===== config.mk =====
export PLATFORM = sky130hd
export DESIGN_NAME = pipeline_exec_ctrl
export DESIGN_NICKNAME = d
export VERILOG_FILES = /design/src/rtl/pipeline_exec_ctrl_pkg.sv /design/src/rtl/pipeline_exec_ctrl_sat_counter.sv /design/src/rtl/pipeline_exec_ctrl.sv
export SDC_FILE = /design/constraint.sdc
export NUM_CORES = 1
export LEC_CHECK = 0
export CAP_MARGIN = 30
export CORE_ASPECT_RATIO = 0.5
export CORE_UTILIZATION = 38
export DETAILED_ROUTE_END_ITERATION = 7
export HOLD_SLACK_MARGIN = 0.06
export PLACE_DENSITY = 0.63
export SLEW_MARGIN = 0
export SYNTH_ARGS = -nofsm -noshare
export SYNTH_HDL_FRONTEND = slang
export SYNTH_SLANG_ARGS = --single-unit

===== constraint.sdc =====
create_clock -name clock_i -period 3.2 [get_ports clock_i]
set_input_delay 0.8 -clock clock_i [delete_from_list [all_inputs] [get_ports clock_i]]
set_output_delay 0.8 -clock clock_i [all_outputs]
set_load 0.1 [all_outputs]

===== src/rtl/pipeline_exec_ctrl_pkg.sv =====
// Shared types and helpers for the pipeline execution controller.
//
// Contents:
//   cmd_e        : debug-unit command codes (RUN, STEP, STOP, CLEAR)
//   state_e      : controller state encodings, visible on state_o
//   acceptsCmd   : states in which a command handshake can complete
//   pipeEnabled  : states in which the pipeline registers advance
package pipeline_exec_ctrl_pkg;

  typedef enum logic [1:0] {
    CMD_RUN   = 2'b00,
    CMD_STEP  = 2'b01,
    CMD_STOP  = 2'b10,
    CMD_CLEAR = 2'b11
  } cmd_e;

  typedef enum logic [2:0] {
    ST_IDLE      = 3'd0,
    ST_RUN       = 3'd1,
    ST_STEP_WAIT = 3'd2,
    ST_STEP_EXEC = 3'd3,
    ST_DONE      = 3'd4,
    ST_FLUSH     = 3'd5
  } state_e;

  // STEP_EXEC and FLUSH are transient, so commands are held off there
  function automatic logic acceptsCmd(input state_e s);
    return (s == ST_IDLE) || (s == ST_RUN) || (s == ST_STEP_WAIT) || (s == ST_DONE);
  endfunction

  function automatic logic pipeEnabled(input state_e s);
    return (s == ST_RUN) || (s == ST_STEP_EXEC);
  endfunction

endpackage


===== src/rtl/pipeline_exec_ctrl_sat_counter.sv =====
// Saturating up-counter with synchronous clear.
//
// Ports:
//   i_clock  : clock, counts on posedge
//   i_reset  : synchronous active-high reset to zero
//   i_clear  : synchronous clear to zero, wins over i_inc
//   i_inc    : add one this cycle unless already at all-ones
//   o_count  : current count
module pipeline_exec_ctrl_sat_counter #(
  parameter int WIDTH = 8
) (
  input  logic             i_clock,
  input  logic             i_reset,
  input  logic             i_clear,
  input  logic             i_inc,
  output logic [WIDTH-1:0] o_count
);

  logic [WIDTH-1:0] r_count;

  // Holds at all-ones instead of wrapping so a long run never reads as short
  always_ff @(posedge i_clock) begin
    if (i_reset || i_clear) begin
      r_count <= '0;
    end else if (i_inc && (r_count != '1)) begin
      r_count <= r_count + WIDTH'(1);
    end
  end

  assign o_count = r_count;

endmodule


===== src/rtl/pipeline_exec_ctrl.sv =====
// Execution controller for the MIPS pipeline. Drives the shared enable for
// every stage register, a multi-cycle flush pulse, and the run/step/stop
// sequencing requested by the debug unit. Execution ends when the halt
// marker reaches writeback or the enabled-cycle budget runs out.
//
// Ports:
//   clock_i        : system clock, all state on posedge
//   reset_i        : synchronous active-high reset
//   cmd_valid_i    : command present
//   cmd_i          : RUN=00 STEP=01 STOP=10 CLEAR=11
//   cmd_ready_o    : command taken when valid and ready at posedge
//   halt_wb_i      : halt marker seen at MEM/WB output
//   enable_pipe_o  : advance enable for all pipeline registers
//   pipe_flush_o   : flush pulse, FLUSH_CYCLES long
//   state_o        : current state encoding
//   halted_o       : run ended by halt instruction
//   timeout_o      : run ended by MAX_CYCLES budget
//   cycle_count_o  : enabled cycles since last CLEAR/reset, saturating
module pipeline_exec_ctrl
  import pipeline_exec_ctrl_pkg::*;
#(
  parameter int          NB_CNT       = 32,
  parameter int unsigned MAX_CYCLES   = 0,
  parameter int          FLUSH_CYCLES = 2
) (
  input  logic              clock_i,
  input  logic              reset_i,
  input  logic              cmd_valid_i,
  input  logic [1:0]        cmd_i,
  output logic              cmd_ready_o,
  input  logic              halt_wb_i,
  output logic              enable_pipe_o,
  output logic              pipe_flush_o,
  output logic [2:0]        state_o,
  output logic              halted_o,
  output logic              timeout_o,
  output logic [NB_CNT-1:0] cycle_count_o
);

  localparam int NB_FLUSH = (FLUSH_CYCLES > 1) ? $clog2(FLUSH_CYCLES) : 1;
  localparam logic [NB_CNT:0] BUDGET  = (NB_CNT+1)'(MAX_CYCLES);
  localparam logic [NB_CNT:0] CNT_ONE = (NB_CNT+1)'(1);

  state_e            r_state;
  logic              r_halted;
  logic              r_timeout;

  cmd_e              w_cmd;
  logic              w_cmdReady;
  logic              w_accept;
  logic              w_enable;
  logic [NB_CNT-1:0] w_count;
  logic              w_budgetHit;
  logic [NB_FLUSH-1:0] w_flushCnt;
  logic              w_inFlush;
  logic              w_flushLast;
  logic              w_enterFlush;

  assign w_cmd      = cmd_e'(cmd_i);
  assign w_cmdReady = acceptsCmd(r_state);
  assign w_accept   = cmd_valid_i && w_cmdReady;
  assign w_enable   = pipeEnabled(r_state);
  assign w_inFlush  = (r_state == ST_FLUSH);

  // Budget is judged on the count this enabled edge will produce, one bit
  // wider so an all-ones count cannot alias back to a small budget
  assign w_budgetHit = (MAX_CYCLES != 0) && (({1'b0, w_count} + CNT_ONE) == BUDGET);

  assign w_flushLast = w_inFlush && (w_flushCnt == NB_FLUSH'(FLUSH_CYCLES - 1));

  // In RUN a halt or budget expiry outranks CLEAR, so CLEAR only flushes
  // when neither end condition fires on the same edge
  assign w_enterFlush = w_accept && (w_cmd == CMD_CLEAR) &&
                        !((r_state == ST_RUN) && (halt_wb_i || w_budgetHit));

  // Clearing on flush entry beats the increment from a RUN cycle ending here
  pipeline_exec_ctrl_sat_counter #(.WIDTH(NB_CNT)) u_cycleCounter (
    .i_clock (clock_i),
    .i_reset (reset_i),
    .i_clear (w_enterFlush),
    .i_inc   (w_enable),
    .o_count (w_count)
  );

  // Counts position within the flush pulse and rearms itself on the last cycle
  pipeline_exec_ctrl_sat_counter #(.WIDTH(NB_FLUSH)) u_flushCounter (
    .i_clock (clock_i),
    .i_reset (reset_i),
    .i_clear (w_flushLast),
    .i_inc   (w_inFlush),
    .o_count (w_flushCnt)
  );

  // Main sequencer; halt is checked before the budget so a coincident halt
  // is reported as a halt, and STEP_WAIT deliberately ignores halt_wb_i
  always_ff @(posedge clock_i) begin
    if (reset_i) begin
      r_state   <= ST_IDLE;
      r_halted  <= 1'b0;
      r_timeout <= 1'b0;
    end else begin
      if (w_enterFlush) begin
        r_halted  <= 1'b0;
        r_timeout <= 1'b0;
      end
      case (r_state)
        ST_IDLE: begin
          if (w_accept) begin
            case (w_cmd)
              CMD_RUN:   r_state <= ST_RUN;
              CMD_STEP:  r_state <= ST_STEP_EXEC;
              CMD_CLEAR: r_state <= ST_FLUSH;
              default:   r_state <= ST_IDLE;
            endcase
          end
        end
        ST_RUN: begin
          if (halt_wb_i) begin
            r_state  <= ST_DONE;
            r_halted <= 1'b1;
          end else if (w_budgetHit) begin
            r_state   <= ST_DONE;
            r_timeout <= 1'b1;
          end else if (w_accept && (w_cmd == CMD_STOP)) begin
            r_state <= ST_STEP_WAIT;
          end else if (w_accept && (w_cmd == CMD_CLEAR)) begin
            r_state <= ST_FLUSH;
          end
        end
        ST_STEP_WAIT: begin
          if (w_accept) begin
            case (w_cmd)
              CMD_STEP:  r_state <= ST_STEP_EXEC;
              CMD_RUN:   r_state <= ST_RUN;
              CMD_CLEAR: r_state <= ST_FLUSH;
              default:   r_state <= ST_STEP_WAIT;
            endcase
          end
        end
        ST_STEP_EXEC: begin
          if (halt_wb_i) begin
            r_state  <= ST_DONE;
            r_halted <= 1'b1;
          end else if (w_budgetHit) begin
            r_state   <= ST_DONE;
            r_timeout <= 1'b1;
          end else begin
            r_state <= ST_STEP_WAIT;
          end
        end
        ST_DONE: begin
          if (w_accept && (w_cmd == CMD_CLEAR)) begin
            r_state <= ST_FLUSH;
          end
        end
        ST_FLUSH: begin
          if (w_flushLast) begin
            r_state <= ST_IDLE;
          end
        end
        default: r_state <= ST_IDLE;
      endcase
    end
  end

  assign cmd_ready_o   = w_cmdReady;
  assign enable_pipe_o = w_enable;
  assign pipe_flush_o  = w_inFlush;
  assign state_o       = r_state;
  assign halted_o      = r_halted;
  assign timeout_o     = r_timeout;
  assign cycle_count_o = w_count;

endmodule


### After elaboration in Yosys (flattened, before gate mapping)

Index checks and enable logic that the tools add are counted.

| word-level totals | value |
|---|---|
| logic and storage cells | 51 |
| bits of input ports | 6 |
| flip-flop bits (word level) | 37 |
| output and inout port bits | 40 |

| operators by class | value |
|---|---|
| multiplexer cells | 13 |
| equality and inequality tests | 12 |
| reduce and logical (&&, ||, !) cells | 19 |
| add/subtract/negate cells | 2 |
| bitwise operators | 1 |

Operator list:

| cell | number |
|---|---|
| 32-bit by 1-bit adder with 32-bit output (second input constant) | 1 |
| 32-bit != test (second input constant) | 1 |
| 3-bit two-way mux | 7 |
| 3-bit case mux with 3 select lines | 2 |
| 3-bit case mux with 6 select lines | 1 |
| 1-bit logical AND | 8 |
| 3-bit by 2-bit == test with 1-bit output (second input constant) | 2 |
| 3-bit == test (second input constant) | 2 |
| 1-bit logical OR | 6 |
| 2-bit == test (second input constant) | 2 |
| 2-bit != test (second input constant) | 2 |
| 3-bit by 1-bit == test with 1-bit output (second input constant) | 1 |
| 3-bit logical NOT | 1 |
| 1-bit two-way mux | 3 |
| 3-bit AND reduction | 1 |
| 2-bit by 1-bit == test with 1-bit output (second input constant) | 1 |
| 2-bit logical NOT | 1 |
| 2-bit by 1-bit != test with 1-bit output (second input constant) | 1 |
| 2-bit OR reduction | 1 |
| 1-bit adder (second input constant) | 1 |
| 1-bit logical NOT | 1 |
| 1-bit inverter | 1 |

### Logic depth before layout (Yosys ltp)

| logic depth | value |
|---|---|
| depth in word-level cells | 10 |
| gate-level depth with buffers | 7 |
| gate-level depth less buffers | 7 |

### Modules after synthesis

A second synthesis with hierarchy kept.

| second synthesis, totals | value |
|---|---|
| cells, all modules | 242 |
| area, all modules | 2147.1 um^2 |

Modules (own cells, without submodules):

| module | instances | cells each | area each (um^2) | seq. area each (um^2) |
|---|---|---|---|---|
| pipeline_exec_ctrl_sat_counter (u_cycleCounter) | 1 | 189 | 1681.6 | 640.6 |
| pipeline_exec_ctrl | 1 | 50 | 431.7 | 80.1 |
| pipeline_exec_ctrl_sat_counter (u_flushCounter) | 1 | 3 | 33.8 | 20.0 |

### Worst setup path after synthesis

No wires, ideal clock.

| timing path | value |
|---|---|
| path kind | register to output |
| start | reg r_state[0] (netlist: state_o[0]) |
| end | out pipe_flush_o |
| data required time | 2400 ps |
| path slack | -343 ps |
| stages on the path, launching flop included | 4 |
| buffers on the path | 1 |
| arrival time | 2743 ps |
| cells stage by stage | dfxtp_1 -> clkbuf_1 -> nand2_1 -> nor2_1 |

| between the ends | value |
|---|---|
| longest elaborated chain between the ends | 1 |

RTL lines:

| element | RTL line | text |
|---|---|---|
| start, declared | pipeline_exec_ctrl.sv:44 | `state_e r_state;` |
| start signal, assigned | pipeline_exec_ctrl.sv:98 | `r_state <= ST_IDLE;` |
| start signal, assigned | pipeline_exec_ctrl.sv:110 | `CMD_RUN: r_state <= ST_RUN;` |
| start signal, assigned | pipeline_exec_ctrl.sv:111 | `CMD_STEP: r_state <= ST_STEP_EXEC;` |
| 3-bit == test | pipeline_exec_ctrl.sv:63 | `assign w_inFlush = (r_state == ST_FLUSH);` |
| end, declared | pipeline_exec_ctrl.sv:33 | `output logic pipe_flush_o,` |

Every way passes these cells.

### Worst setup path after layout

| timing path | value |
|---|---|
| start | reg r_state[0] (netlist: state_o[0]) |
| end | out enable_pipe_o |

| between the ends | value |
|---|---|
| longest elaborated chain between the ends | 2 |
| elaborated cells on any way between the ends | 3 |
| those cells by class | eq/ne: 2; reduce/logical: 1 |

RTL lines:

| element | RTL line | text |
|---|---|---|
| 3-bit by 1-bit == test with 1-bit output / 3-bit by 2-bit == test with 1-bit output (equally long branches) | pipeline_exec_ctrl_pkg.sv:32 | `return (s == ST_RUN) \|\| (s == ST_STEP_EXEC);` |
| 1-bit logical OR * | pipeline_exec_ctrl_pkg.sv:32 |  |
| end, declared | pipeline_exec_ctrl.sv:32 | `output logic enable_pipe_o,` |

Mark *: on every way between the ends. The rest lies on a longest branch, timed or not.

==> metrics <==
first-pass GRT wire length=7740 microns; Req. time, crit path=2400 ps; Yosys cell types=48; Die W=between 100 and 150 microns; clk slew on worst S/H paths=around 70 ps; CTS sink count=37; Adder-Cell Fraction of Synth Area=0.0313; CP endpoint kind=output port; largest net degree at the start of global routing=16; Tcrit/Tclk final=0.775; Worst Hold Class=flop to flop; Num CTS Buffers=5; max_slew headroom=0.484; total global routing track utilization=0.177; CTS tree=yes; number of routed nets with antenna violations=0; final hold vios=0; Via density=5.54; setup_tns=0 ps; IO buf count=44; CTS H-tree depth=2; Syn Inst Count=245; FMAX=0.403 GHz; Routed WL per cell=~13 microns; RSZ-0062 raised after global routing=false; Compound-Gate Fraction of Synth Area=0.218; vias=1995; vias in the first global route=1682; Pins Over Slew Limit=0; largest area contributor in the netlist=dfxtp_1; post-CTS sizing=0; Layout Skew=between 10 and 15 ps; Startpoint Class=flop; flops & latches, synth=37; share of the synthesized area in the top cell type=0.370; Initial DRC Count=72; chip height=53.3 microns; status=complete, no violations; peak supply drop=about 0.46 mV; Tot Pwr=1.25 mW; simple-gate area share of the yosys netlist=0.302; CTS Buffer Depth=2; setup bufs post-CTS=0; dpl ws=462 ps; num ports=46; r2r startpoint=u_cycleCounter.o_count[11]; top cells by area, synth=dfxtp_1, a21oi_1, or3_1; CTS Root Cell=clkbuf_8; router iterations before antenna repair=5; nets=300; Util after Layout=0.507; antenna violations before repair=0; Hold-fix buffers, CTS=0; Placer Congestion=approximately 0.80; diode count=0; LEAKAGE=0.928 nW; placed insts=352; largest family of logic cells by synthesized area=simple AND/OR/NAND/NOR gates; Layout Cells excl Fill=360; Syn Area/Cell=8.16 sq um; CP Launch Point=state_o[0]; Cell Area, Synth=2000 sq um; Final Critical Period=2480 ps; WP data arrival=~1700 ps; post-route setup slack=719 ps; Max-Cap Viols=0; power per cell area=495 nW/um^2; multiplexer share of the synthesized area=0.0150; # rows=18; Hold Crit Start=u_cycleCounter.o_count[10]; DR DRC count=0; Synth Warn #=0; worst-skew pair later-pin latency=a little under 300 ps; remaining global-route overflow=0; post-synthesis xor/xnor area fraction=0.0219; WS Path Type=flop to output port; HPWL Detailed=3370 microns; Syn-to-layout area delta=26.8%; share of layout cells above drive strength 1=0.210; area of the core=5000 sq um; Slew @ Worst Pin=771 ps; drt total wl=around 4800 microns; sequential-to-total area share from yosys stat=0.370; Initial Util=0.400; Syn Nets=around 260; die area=5570 sq um; Crit Path Max Fanout=15; Setup-failing EPs final=0
[state kept, by name, summed over array words and instances (netlist names)]
register and cells:
halted_o 1, state_o 3, u_cycleCounter.o_count 32, u_flushCounter.o_count 1
[layer usage]
metal,GRT usage,vias to the layer above,part of all wire
met2,0.300,50,0.44
met1,0.225,937,0.51
met3,0.0406,5,0.041
li1,-,1003,-
met4,0.0634,0,0.0082
met5,0,-,0
[placed cells by master (no fill, tap or decap), drive strengths merged, types with 8 or more instances in the layout]
cell,instances
buf,43
nand4,9
a21oi,25
or4,8
nand3,14
o21ai,21
or3,18
nand2,23
nor2,16
dfxtp,37
[stage by stage]
stage               hold slack [ps]  instance area (sq um)
floorplan                       507                   2000
global placement                469                   2420
detailed placement              499                   2420
CTS                             510                   2530
global route                    524                   2530
finish                          507                   2530
[cell type report]
cell class / count / area (sq um)
multi-input combinational: 191 / 1180
timing repair buffer: 48 / 385
clock inverter: 1 / 30.0
fill: 494 / 2460
clock buffer: 7 / 86.3
sequential: 37 / 741
inverter: 6 / 22.5
tap: 70 / 87.6
[power by group]
group	switching (mW)	internal [mW]
Clock	0.168	0.254
Combinational	0.228	0.0925
Sequential	0.0365	0.474
[worst max-delay path, stage by stage, from the launching register on]
cell	delay (ps)
dfxtp_1	630
nor2b_1	310
buf_4	260
buf_12	200
[cell usage after synthesis, drive strengths merged]
master   number
dfxtp        37
a21oi        25
nand2        23
o21ai        21
or3          18
nor2         16
nand3        14
nand4         9
or4           8
clkbuf        7
o211ai        7
inv           6
ha            5
buf           4
xor2          4
and4          3
mux2i         3
nor4          3
or2           3
a21o          2
and2          2
and3          2
nor2b         2
nor3          2
o21a          2
o31ai         2
a2111oi       1
a22oi         1
a31oi         1
and4b         1
conb          1
nand2b        1
o2111ai       1
o22a          1
o22ai         1
o311ai        1
o32a          1
o32ai         1
o41ai         1
or3b          1
xnor2         1
[worst paths after layout]
path,to,slack [ps],cells after the start
setup reg to reg,u_cycleCounter.o_count[21],790,5
setup / recovery,enable_pipe_o,720,3
hold / removal,u_cycleCounter.o_count[10],510,2
hold reg to reg,u_cycleCounter.o_count[10],510,2
[cell families after synthesis]
family | after synthesis
compound gates | 69
fa+ha+maj | 5
mux | 3
buf+inv | 17
other cells | 1
flops | 37
simple gates | 108
xor+xnor | 5
No activity file was read; power rests on OpenSTA's default activity.
